==> src/rtl/dup_txctrl.sv <==
// DUP11 transmit sequencer: TXDBUF holding register, LSB-first shifter,
// CRC-16 generation/append, abort flag sequence and underrun detection.
module dup_txctrl #(
  parameter logic [15:0] CRCPOLY = 16'hA001,
  parameter logic [15:0] CRCINIT = 16'h0000
) (
  input  logic       clk,
  input  logic       rst,
  input  logic       dupINIT,
  input  logic       dupSEND,
  input  logic       txCLKEN,
  input  logic       txdbufWRITE,
  input  logic       devLOBYTE,
  input  logic [7:0] dupTXDAT,
  input  logic       dupTXSOM,
  input  logic       dupTXEOM,
  input  logic       dupTXABRT,
  output logic       dupTXD,
  output logic       dupTXDONE,
  output logic       dupTXACT,
  output logic       dupTXCRC,
  output logic       dupTXDLATE
);

  typedef enum logic [1:0] {IDLE, DATA, CRC, ABORT} state_t;

  state_t      state, state_n;
  logic [4:0]  cnt, cnt_n;
  logic [15:0] sh, sh_n;
  logic [15:0] crc, crc_n;
  logic        txd, txd_n;
  logic        full, full_n;
  logic [7:0]  dat;
  logic        som, eom, abrt;
  logic        inmsg, inmsg_n;
  logic        dlate, dlate_n;

  logic        load, avail, take;
  logic [4:0]  last;
  logic [15:0] base_crc;
  logic        base_msg;

  function automatic logic [15:0] crc_step(input logic [15:0] c,
                                           input logic b);
    logic fb;
    fb = c[0] ^ b;
    return (c >> 1) ^ (fb ? CRCPOLY : 16'h0000);
  endfunction

  // A load in the same cycle hides the buffer from the shifter.
  assign load  = txdbufWRITE & devLOBYTE;
  assign avail = full & ~load;
  assign last  = (state == CRC) ? 5'd16 : 5'd8;

  always_ff @(posedge clk or posedge rst) begin
    if (rst) begin
      state <= IDLE;
      cnt   <= 5'd0;
      sh    <= 16'h0000;
      crc   <= CRCINIT;
      txd   <= 1'b1;
      full  <= 1'b0;
      inmsg <= 1'b0;
      dlate <= 1'b0;
    end else if (dupINIT) begin
      state <= IDLE;
      cnt   <= 5'd0;
      sh    <= 16'h0000;
      crc   <= CRCINIT;
      txd   <= 1'b1;
      full  <= 1'b0;
      inmsg <= 1'b0;
      dlate <= 1'b0;
    end else begin
      state <= state_n;
      cnt   <= cnt_n;
      sh    <= sh_n;
      crc   <= crc_n;
      txd   <= txd_n;
      full  <= full_n;
      inmsg <= inmsg_n;
      dlate <= dlate_n;
    end
  end

  always_ff @(posedge clk or posedge rst) begin
    if (rst) begin
      dat  <= 8'h00;
      som  <= 1'b0;
      eom  <= 1'b0;
      abrt <= 1'b0;
    end else if (load && !dupINIT) begin
      dat  <= dupTXDAT;
      som  <= dupTXSOM;
      eom  <= dupTXEOM;
      abrt <= dupTXABRT;
    end
  end

  always_comb begin
    state_n  = state;
    cnt_n    = cnt;
    sh_n     = sh;
    crc_n    = crc;
    txd_n    = txd;
    full_n   = full;
    inmsg_n  = inmsg;
    dlate_n  = dlate;
    take     = 1'b0;
    base_crc = crc;
    base_msg = inmsg;

    case (state)
      IDLE: begin
        txd_n = 1'b1;
        if (txCLKEN && dupSEND && avail)
          take = 1'b1;
      end
      default: begin
        if (txCLKEN) begin
          if (cnt == last) begin
            // CRC and abort sequences close the message.
            if (state != DATA) begin
              base_crc = CRCINIT;
              base_msg = 1'b0;
            end
            crc_n   = base_crc;
            inmsg_n = base_msg;
            if (dupSEND && avail) begin
              take = 1'b1;
            end else begin
              state_n = IDLE;
              txd_n   = 1'b1;
              cnt_n   = 5'd0;
              if (base_msg && !avail)
                dlate_n = 1'b1;
            end
          end else begin
            cnt_n = cnt + 5'd1;
            sh_n  = sh >> 1;
            txd_n = (state == ABORT) ? 1'b1 : sh[1];
            if (state == DATA)
              crc_n = crc_step(crc, sh[1]);
          end
        end
      end
    endcase

    if (take) begin
      full_n = 1'b0;
      cnt_n  = 5'd1;
      if (abrt) begin
        state_n = ABORT;
        txd_n   = 1'b1;
        crc_n   = CRCINIT;
      end else if (eom) begin
        state_n = CRC;
        sh_n    = base_crc;
        txd_n   = base_crc[0];
        crc_n   = base_crc;
      end else begin
        state_n = DATA;
        sh_n    = {8'h00, dat};
        txd_n   = dat[0];
        crc_n   = crc_step(som ? CRCINIT : base_crc, dat[0]);
        if (som)
          inmsg_n = 1'b1;
      end
    end

    if (load)
      full_n = 1'b1;
  end

  assign dupTXD     = txd;
  assign dupTXDONE  = ~full;
  assign dupTXACT   = (state != IDLE);
  assign dupTXCRC   = crc[0];
  assign dupTXDLATE = dlate;

endmodule

==> config.mk <==
export PLATFORM = sky130hd
export DESIGN_NAME = dup_txctrl
export DESIGN_NICKNAME = d
export VERILOG_FILES = /design/src/rtl/dup_txctrl.sv
export SDC_FILE = /design/constraint.sdc
export NUM_CORES = 1
export LEC_CHECK = 0
export ABC_AREA = 1
export CAP_MARGIN = 20
export CELL_PAD_IN_SITES_DETAIL_PLACEMENT = 1
export CELL_PAD_IN_SITES_GLOBAL_PLACEMENT = 1
export CORE_UTILIZATION = 40
export CTS_BUF_LIST = sky130_fd_sc_hd__clkbuf_2 sky130_fd_sc_hd__clkbuf_4 sky130_fd_sc_hd__clkbuf_8
export CTS_CLUSTER_DIAMETER = 30
export DETAILED_ROUTE_END_ITERATION = 10
export DONT_BUFFER_PORTS = 1
export GPL_TIMING_DRIVEN = 1
export HOLD_SLACK_MARGIN = 0.15
export PLACE_DENSITY = 0.76
export SLEW_MARGIN = 20
export SYNTH_ARGS = -nofsm -noshare
export SYNTH_HDL_FRONTEND = slang
export SYNTH_SLANG_ARGS = --single-unit
==> constraint.sdc <==
create_clock -name clk -period 2 [get_ports clk]
set_input_delay 0.2 -clock clk [delete_from_list [all_inputs] [get_ports clk]]
set_output_delay 0.2 -clock clk [all_outputs]
set_load 0.01 [all_outputs]
After elaboration in Yosys (flattened, before gate mapping)
Index checks and enable logic that the tools add are counted.
{"block": "word_totals", "latchBits": 0, "ff_bits": 54, "word_cells": 126, "mem_bits_ro": 0, "mem_bits_rw": 0, "in_bits": 18, "n_memories": 0}
{"block": "op_classes", "eq_ne": 11, "addsub": 1, "n_mux": 72, "mul": 0, "n_div": 0, "n_reduce_logical": 22, "shifts": 0, "magnitude_cmp": 0, "n_bitwise": 8}
{"cell": "16-bit two-way mux", "n": 22}
{"cell": "1-bit two-way mux", "n": 35}
{"cell": "5-bit two-way mux", "n": 7}
{"cell": "15-bit by 16-bit bitwise XOR with 16-bit output", "n": 2}
{"cell": "2-bit two-way mux", "n": 8}
{"cell": "3-bit nonzero test", "n": 3}
{"cell": "2-bit nonzero test", "n": 4}
{"cell": "4-bit nonzero test", "n": 2}
{"cell": "3-bit != test, second input constant", "n": 2}
{"cell": "3-bit AND reduction", "n": 2}
{"cell": "5-bit by 1-bit adder with 5-bit output, second input constant", "n": 1}
{"cell": "5-bit equality test", "n": 1}
{"cell": "1-bit logical AND", "n": 5}
{"cell": "5-bit by 4-bit != test with 1-bit output, second input constant", "n": 1}
{"cell": "5-bit AND reduction", "n": 1}
{"cell": "2-bit equality test, second input constant", "n": 2}
{"cell": "2-bit != test, second input constant", "n": 2}
{"cell": "4-bit != test, second input constant", "n": 1}
{"cell": "4-bit AND reduction", "n": 1}
{"cell": "1-bit bitwise AND", "n": 2}
{"cell": "2-bit by 1-bit equality test with 1-bit output, second input constant", "n": 1}
{"cell": "1-bit zero test", "n": 2}
{"cell": "2-bit zero test", "n": 1}
{"cell": "2-bit by 1-bit != test with 1-bit output, second input constant", "n": 1}
{"cell": "3 further kinds", "n": 5}

Logic depth before layout (Yosys ltp)
Gate-level depths: netlist of run 1.
{"block": "depth", "word_depth": 14, "ltp_mapped": 15, "mapped_depth_nobuf": 14}

Worst setup path after synthesis of run 1
Ideal clock, no wire load.
{"block": "synth_timing", "kind": "reg-to-reg", "start": "register cnt[0]", "end": "register sh[3]", "arrival_time_ns": 1.813, "stages_incl_launch_ff": 16, "setup_ns": 0.132, "setup_slack_ns": 0.055, "required_ns": 1.868, "cell_sequence": "dfrtp_1 > inv_1 > ha_1 > inv_1 > nor2_1 > nand3_4 > nand2_1 > nand2_1 > buf_6 > nor2_2 > inv_2 > buf_4 > o21ai_1 > a21oi_1 > nor2_1 > nor2_1"}
{"block": "synth_between", "elab_chain_len": 8}
{"element": "start, declared", "line_no": "28", "text": "logic [4:0] cnt, cnt_n;"}
{"element": "start signal, assigned", "line_no": "76", "text": "cnt <= cnt_n;"}
{"element": "5-bit equality test (*)", "line_no": "121", "text": "if (cnt == last) begin"}
{"element": "16-bit two-way mux", "line_no": "121"}
{"element": "16-bit two-way mux", "line_no": "120", "text": "if (txCLKEN) begin"}
{"element": "16-bit two-way mux", "line_no": "113", "text": "case (state)"}
{"element": "16-bit two-way mux", "line_no": "156", "text": "end else if (eom) begin"}
{"element": "16-bit two-way mux", "line_no": "152", "text": "if (abrt) begin"}
{"element": "16-bit two-way mux (*)", "line_no": "149", "text": "if (take) begin"}
{"element": "16-bit two-way mux (*)", "line_no": "65", "text": "end else if (dupINIT) begin"}
{"element": "end signal, assigned", "line_no": "77", "text": "sh <= sh_n;"}
{"element": "end, declared", "line_no": "29", "text": "logic [15:0] sh, sh_n;"}
Mark *: on every way between the ends. The rest lies on a longest branch, timed or not.
A chain may end at the register's enable or synchronous reset.

Worst setup path after layout of run 1
{"block": "layout_timing", "start": "register cnt[0]", "end": "register crc[5]"}
{"block": "layout_between", "elab_chain_len": 10}
{"element": "5-bit equality test (*)", "line_no": "121"}
{"element": "16-bit two-way mux", "line_no": "121"}
{"element": "16-bit two-way mux", "line_no": "120"}
{"element": "16-bit two-way mux", "line_no": "113"}
{"element": "16-bit two-way mux", "line_no": "165", "text": "crc_n = crc_step(som ? CRCINIT : base_crc, dat[0]);"}
{"element": "15-bit by 16-bit bitwise XOR with 16-bit output", "line_no": "47", "text": "return (c >> 1) ^ (fb ? CRCPOLY : 16'h0000);"}
{"element": "16-bit two-way mux", "line_no": "156"}
{"element": "16-bit two-way mux", "line_no": "152"}
{"element": "16-bit two-way mux", "line_no": "149"}
{"element": "16-bit two-way mux", "line_no": "65"}
{"element": "end signal, assigned", "line_no": "78", "text": "crc <= crc_n;"}
{"element": "end, declared", "line_no": "30", "text": "logic [15:0] crc, crc_n;"}
Mark *: on every way between the ends. The rest lies on a longest branch, timed or not. The select of a mux whose other input is x is not followed.

==> flow_summary.rst, run 1 <==
.. list-table::
   :header-rows: 1

   * - Metric
     - Value
   * - Slowest cell on crit path
     - dfrtp_1
   * - Hold EP
     - dupTXDLATE$_DFFE_PP0P_
   * - Failing checks
     - setup timing
   * - Leftover overflow at the end of global routing
     - 0
   * - I/O pin cnt
     - 23
   * - Synthesized flop and latch total
     - 53
   * - Slowest Stage Delay on Critical Path
     - between 0.4 and 0.5 ns
   * - Maximum number of pins on one net before global-route repair
     - 30
   * - Area of the mapped netlist
     - 3190 um2
   * - H-Tree Depth
     - 2
   * - Number of distinct library cells after synthesis
     - 39
   * - Number of antenna cells inserted
     - 0
   * - DR WL/cell
     - 21.3 um
   * - Maximum clock insertion buffer count
     - 2
   * - Cell depth of the worst min-delay path
     - 4
   * - Number of clock sinks seen by CTS
     - 53
   * - R2r endpoint
     - crc[5]$_DFFE_PP0P_
   * - Launching point of the worst reg2reg path
     - cnt[0]$_DFFE_PP0P_
   * - Site row count
     - 32
   * - Clock slew seen by the registers of the worst setup and hold paths
     - 0.10 ns
   * - Sequential area share after synthesis
     - 0.416
   * - Port Buffers
     - 0
   * - Final period util
     - 1.08
   * - Routability congestion estimate
     - between 0.8 and 0.9
   * - Wire length of the first global-routing pass
     - approximately 17000 um
   * - Setup total negative slack
     - -1.90 ns
   * - P_leak
     - 1.83 nW
   * - DIE AREA
     - around 8300 um2
   * - Number of pins with negative max-slew slack in the final report
     - 0
   * - Largest delay contributor family on the critical path
     - buffers and inverters
   * - Start-to-end type of the worst setup path
     - reg -> reg
   * - Worst Setup SP
     - cnt[0]$_DFFE_PP0P_
   * - CTS tree
     - built
   * - Core region area
     - 7730 um2
   * - Number of remaining DRC errors
     - 0
   * - Syn. warnings
     - 0
   * - RSZ-0062 raised after global routing
     - yes
   * - Area growth from synthesis to final layout
     - 29.5%
   * - Final Power
     - roughly 3.4 mW
   * - Number of global-route vias before repair
     - approximately 3300
   * - Syn nets
     - about 430
   * - Final WS setup
     - -0.158 ns
   * - First-pass iteration count of the detailed router
     - 4
   * - CTS root buffer
     - clkbuf_8
   * - Async set-reset flop share out of synthesis
     - 1.00
   * - Buffers and inverters on the worst path
     - 5
   * - Place WS
     - -0.108 ns
   * - Category of the worst setup path capture point
     - flop
   * - Number of flops mapped to enable cells by yosys
     - 0
   * - Class of the worst hold path
     - in -> reg
   * - Number of antenna violations at the first check in global routing
     - 0
   * - Per-instance average area after synthesis
     - ~7.8 um2
   * - Peak Freq
     - 463 MHz
   * - Commonest non-fill, non-tap cell in the layout
     - nand2_1
   * - Critical-path maximum fanout
     - 6
   * - Worst-path cell chain
     - inv_2 > ha_4 > inv_2 > nor2_4 > buf_6 > nand4_1 > buf_4 > clkbuf_16 > nand2_1 > o22ai_1 > o21ai_0 > o21ai_0
   * - Category of the worst setup path launch point
     - flop
   * - Overall track demand over capacity in global routing
     - 0.255
   * - Detail Route Antenna Nets
     - 0
   * - Vias after detailed routing
     - approximately 3400
   * - Post-route minimum period
     - about 2.2 ns
   * - Reg2reg path depth
     - 12
   * - Worst min-delay path startpoint
     - txCLKEN
   * - Status
     - complete, but fails checks
   * - Placed Instances
     - 530
   * - Post-Syn Instances
     - 412
   * - VDD IR max
     - 0.574 mV
   * - Via/cell ratio
     - ~6
   * - Routed wire length
     - approximately 12000 um
   * - Initial core utilization
     - 0.413
   * - Worst-margin pin slew
     - roughly 0.7 ns
   * - Final setup viols
     - 27
   * - Worst endpoint data arrival time
     - 2.35 ns
   * - Final #Nets
     - a little under 500
   * - Final std cells w/o fill
     - approximately 570
   * - Max-slew headroom at the worst pin
     - 0.531
   * - First DRT Iteration DRCs
     - between 200 and 250
   * - Power per cell area
     - between 800 and 900 nW/um2
   * - Commonest cells after routing, fill and taps aside
     - nand2_1, dfrtp_1, buf_4
   * - Skew-Pair Late Insertion Delay
     - around 0.32 ns
   * - Register-to-Register Setup Slack
     - -0.16 ns
   * - Flip-flop cell with the highest count after synthesis
     - dfrtp_1
   * - Clock skew after layout
     - between 0.015 and 0.02 ns
   * - Inserted Clock Buffers
     - 5
   * - Worst path required time
     - approximately 2.2 ns
   * - Endpoints failing hold
     - 0
   * - Max-Cap Viols
     - 0
   * - Share of layout cells above drive strength 1
     - 0.252
   * - Chip height
     - between 90 and 100 um
   * - Die span in x
     - slightly above 90 um
   * - Half-perimeter wire length after placement
     - 7180 um
[worst max-delay path by stage]
stage	end	slack [ns]	cells after the start
after floorplan	sh[3]$_DFF_PP0_	0.05	15
after global placement	sh[7]$_DFF_PP0_	-0.03	12
after detailed placement	sh[7]$_DFF_PP0_	-0.11	12
after CTS	crc[15]$_DFFE_PP0P_	0.001	14
after global routing	crc[3]$_DFFE_PP0P_	-0.24	12
final	crc[5]$_DFFE_PP0P_	-0.16	12
[synth_stat cells (all sizes together) (2+ instances only)]
library cell | count | area share
o211ai | 4 | 0.0094
a211oi | 8 | 0.019
ha | 2 | 0.0078
nand3 | 30 | 0.059
nand4 | 5 | 0.0098
inv | 40 | 0.048
o22ai | 10 | 0.020
nand2 | 96 | 0.12
nor2 | 35 | 0.048
clkbuf | 6 | 0.0071
xor2 | 2 | 0.0055
nand3b | 2 | 0.0047
a22oi | 10 | 0.024
o21ai | 50 | 0.078
a21oi | 22 | 0.034
dfrtp | 52 | 0.41
nor3 | 5 | 0.0078
buf | 13 | 0.029
mux2 | 11 | 0.039
[logic make-up after synthesis]
kind of cell	after synthesis	synth area share
simple gates	174	0.248
compound gates	108	0.194
buf+inv	60	0.0850
flops	53	0.416
mux	12	0.0419
xor+xnor	3	0.00823
fa+ha+maj	2	0.00784
[worst reg2reg max path: stages, from the launching register on]
cell and delay [ns]:
dfrtp_1 0.42, inv_2 0.09, ha_4 0.13, inv_2 0.04, nor2_4 0.14, buf_6 0.11
nand4_1 0.22, buf_4 0.24, clkbuf_16 0.15, nand2_1 0.13, o22ai_1 0.11, o21ai_0 0.17
o21ai_0 0.09
[sequential cells by signal, summed over array words and instances, names as in the netlist]
register and cells:
abrt 1, sh 15, eom 1, full 1, som 1, cnt 5, dat 8, dupTXDLATE 1
state 2, inmsg 1, crc 16, dupTXD 1
[repair_timing]
item                       CTS  global route
hold buffers                13             1
resized for setup            5            59
setup endpoints to repair   18            34
hold endpoints to repair    47            13
cloned                       0             5
pin swaps                    0            15
buffers inserted             0             9
[layout make-up]
type,count,area (um2)
Timing Repair Buffer,61,609
Tap cell,102,128
Inverter,41,170
Fill cell,935,3590
Multi-Input combinational cell,299,1760
Sequential cell,53,1330
Timing Repair inverter,2,10.0
Clock inverter,3,65.1
Clock buffer,5,68.8
[report_power, final]
part / switching [mW] / total [mW] / internal, mW
combinational: 0.682 / 1.16 / 0.475
sequential: 0.162 / 1.37 / 1.21
clock: 0.395 / 0.893 / 0.498
total: 1.24 / 3.42 / 2.18
[per-stage QoR]
step / util / area, um2 / hold WS, ns
floorplan: - / 3190 / 0.351
global placement: 0.455 / 3520 / 0.188
detailed placement: 0.455 / 3520 / 0.192
CTS: 0.492 / 3800 / -0.0692
global route: 0.535 / 4140 / 0.189
finish: 0.535 / 4140 / 0.150
[per-layer routing]
metal	track usage	vias to the layer above	routed length, um
li1	-	1507	-
met1	0.343	1700	5020
met2	0.431	141	6010
met3	0.0352	30	692
met4	0.0661	0	316
met5	0	-	0
(Power assumes the default switching activity.)
==> run 2: changes to the inputs <==
==> constraint.sdc (replaced) <==
create_clock -name clk -period 2 [get_ports clk]
set_input_delay 0.2 -clock clk [delete_from_list [all_inputs] [get_ports clk]]
set_output_delay 0.2 -clock clk [all_outputs]
set_load 0.1 [all_outputs]
==> flow_summary.rst, run 2 (synthesis gave the netlist of run 1 again) <==
.. list-table::
   :header-rows: 1

   * - Metric
     - Value
   * - Status
     - finished, final reports clean (was complete, but fails checks)
   * - Die span in x
     - 91.3 um (unchanged)
   * - Via/cell ratio
     - 5.68 (was 5.97)
   * - Leftover overflow at the end of global routing
     - 0 (unchanged)
   * - Multi-input logic area
     - 1760 um2 (about the same)
   * - First DRT Iteration DRCs
     - 229 (was 249)
   * - CTS root buffer
     - clkbuf_8 (unchanged)
   * - Inserted Clock Buffers
     - 5 (unchanged)
   * - Detail Route Antenna Nets
     - 0 (unchanged)
   * - Share of layout cells above drive strength 1
     - 0.247 (was 0.252)
   * - Worst min-delay path startpoint
     - dupINIT (was txCLKEN)
   * - Power per cell area
     - 808 nW/um2 (was 828 nW/um2)
   * - Number of clock sinks seen by CTS
     - 53 (unchanged)
   * - Commonest cells after routing, fill and taps aside
     - nand2_1, dfrtp_1, buf_4 (unchanged)
   * - CTS tree
     - built (unchanged)
   * - Final std cells w/o fill
     - 559 (was 566)
   * - Wire length of the first global-routing pass
     - 16900 um (was 16700 um)
   * - Maximum number of pins on one net before global-route repair
     - 26 (was 30)
   * - RSZ-0062 raised after global routing
     - yes (unchanged)
   * - Class of the worst hold path
     - in -> reg (unchanged)
   * - I/O pin cnt
     - 23 (unchanged)
   * - Launching point of the worst reg2reg path
     - cnt[0]$_DFFE_PP0P_ (unchanged)
   * - Category of the worst setup path launch point
     - flop (unchanged)
   * - Clock skew after layout
     - 0.00865 ns (was 0.0151 ns)
   * - Overall track demand over capacity in global routing
     - 0.261 (was 0.255)
   * - Routability congestion estimate
     - 0.879 (was 0.845)
   * - Fillcell total
     - 926 (was 935)
   * - Half-perimeter wire length after placement
     - 7380 um (was 7180 um)
   * - H-Tree Depth
     - 2 (unchanged)
   * - Port Buffers
     - 0 (unchanged)
   * - Routed wire length
     - 10900 um (was 12000 um)
   * - Area post-placement
     - 3500 um2 (was 3520 um2)
   * - Reg2reg path depth
     - 12 (unchanged)
   * - Clock slew seen by the registers of the worst setup and hold paths
     - 0.11 ns (was 0.10 ns)
   * - Hold EP
     - sh[13]$_DFF_PP0_ (was dupTXDLATE$_DFFE_PP0P_)
   * - Number of pins with negative max-slew slack in the final report
     - 0 (unchanged)
   * - Vias after detailed routing
     - 3177 (was 3378)
   * - R2r endpoint
     - crc[5]$_DFFE_PP0P_ (unchanged)
   * - Number of antenna cells inserted
     - 0 (unchanged)
   * - Commonest non-fill, non-tap cell in the layout
     - nand2_1 (unchanged)
   * - Start-to-end type of the worst setup path
     - reg -> reg (unchanged)
   * - DIE AREA
     - 8340 um2 (unchanged)
   * - Placed Instances
     - 527 (was 530)
   * - Post-layout instance area
     - 4020 um2 (was 4140 um2)
   * - Peak Freq
     - 508 MHz (was 463 MHz)
   * - Register cell area after layout
     - 1330 um2 (unchanged)
   * - Registers with the most flip-flops
     - crc (16), sh (15), dat (8) (unchanged)
   * - Chip height
     - 91.3 um (unchanged)
   * - Worst path required time
     - 2.21 ns (was 2.19 ns)
   * - Core region area
     - 7730 um2 (unchanged)
   * - Number of global-route vias before repair
     - 3271 (was 3297)
   * - Site row count
     - 32 (unchanged)
   * - Category of the worst setup path capture point
     - flop (unchanged)
   * - Max-slew headroom at the worst pin
     - 0.536 (was 0.531)
   * - VDD IR max
     - 0.398 mV (was 0.574 mV)
   * - Max-Cap Viols
     - 0 (unchanged)
   * - Post-route minimum period
     - 1.97 ns (was 2.16 ns)
   * - Critical-path maximum fanout
     - 6 (unchanged)
   * - P_leak
     - 1.75 nW (was 1.83 nW)
   * - DR WL/cell
     - 19.6 um (was 21.3 um)
   * - Final setup viols
     - 0 (was 27)
   * - Final period util
     - 0.984 (was 1.08)
   * - Endpoints failing hold
     - 0 (unchanged)
   * - Cell depth of the worst min-delay path
     - 3 (was 4)
   * - Worst-margin pin slew
     - 0.694 ns (was 0.701 ns)
   * - Number of remaining DRC errors
     - 0 (unchanged)
   * - Initial core utilization
     - 0.413 (unchanged)
   * - Number of antenna violations at the first check in global routing
     - 0 (unchanged)
   * - Final design utilization
     - 0.520 (was 0.535)
   * - Register name with the most flops
     - crc (unchanged)
   * - Worst endpoint data arrival time
     - 2.17 ns (was 2.35 ns)
   * - Flip-flop count of the largest register, all copies and words added
     - 16 (unchanged)
   * - Maximum clock insertion buffer count
     - 2 (unchanged)
   * - Final #Nets
     - 476 (was 483)
   * - First-pass iteration count of the detailed router
     - 4 (unchanged)
   * - Register-to-Register Setup Slack
     - 0.03 ns (was -0.16 ns)
   * - Final WS setup
     - 0.0317 ns (was -0.158 ns)
   * - Area growth from synthesis to final layout
     - 25.9% (was 29.5%)
   * - Place WS
     - -0.188 ns (was -0.108 ns)
   * - Skew-Pair Late Insertion Delay
     - 0.33 ns (was 0.32 ns)
## run 2: cell types whose count changed in the layout (fill, tap and decap cells not counted), sizes merged
cell	change
buf	-6
clkbuf	-1
dlygate4sd3	+1
clkinvlp	+1
bufinv	-2
## run 2: timing repair
item | CTS | global route
setup buffers | 2 | 4
hold buffers | 15 | 0
endpoints found under the hold margin | 44 | 0
pin swaps | 1 | 11
resized for setup | 5 | 51
setup endpoints to repair | 34 | 34
gates cloned | 1 | 2
## run 2: worst max-delay path by stage
stage	start	end
final	cnt[0]$_DFFE_PP0P_	crc[5]$_DFFE_PP0P_
after CTS	cnt[0]$_DFFE_PP0P_	sh[6]$_DFF_PP0_
after global placement	cnt[0]$_DFFE_PP0P_	crc[7]$_DFFE_PP0P_
after detailed placement	cnt[1]$_DFFE_PP0P_	crc[15]$_DFFE_PP0P_
after floorplan	state[1]$_DFFE_PP0P_	sh[3]$_DFF_PP0_
after global routing	cnt[0]$_DFFE_PP0P_	crc[13]$_DFFE_PP0P_
## run 2: area by class of cell
cell class	instances	share of cell area
Sequential cell	53	0.331
Timing Repair Buffer	55	0.130
Clock buffer	5	0.0171
Multi-Input combinational cell	299	0.439
Inverter	41	0.0436
Timing Repair inverter	1	0.00156
Tap cell	102	0.0317
Clock inverter	3	0.00654
## run 2: worst max-delay path, stage by stage, from the launching register on
cell	delay [ns]
dfrtp_1	0.41
inv_2	0.08
ha_4	0.13
inv_2	0.04
nor2_4	0.14
buf_6	0.12
nand4_1	0.09
buf_6	0.17
clkbuf_16	0.16
nand2_1	0.13
o22ai_1	0.11
o21ai_0	0.16
o21ai_0	0.10
## run 2: per-stage QoR
stage / hold WS, ns / setup TNS, ns / power (mW)
finish: 0.247 / 0 / 3.25
global route: 0.237 / -0.350 / 3.41
CTS: 0.224 / 0 / 3.10
detailed placement: 0.141 / -3.65 / 2.37
floorplan: 0.351 / -0.362 / 2.06
global placement: 0.144 / -0.547 / 2.33
## run 2: power by group
part | total [mW] | internal (mW) | switching, mW
Clock | 0.687 | 0.257 | 0.430
Combinational | 1.18 | 0.439 | 0.746
Sequential | 1.38 | 1.21 | 0.166
Total | 3.25 | 1.91 | 1.34
## run 2: metal layers
metal | share of wire | vias up | GRT usage
met2 | 0.49 | 86 | 0.425
met5 | 0 | - | 0
met1 | 0.43 | 1585 | 0.348
met4 | 0.020 | 0 | 0.0926
li1 | - | 1490 | -
met3 | 0.052 | 16 | 0.0486
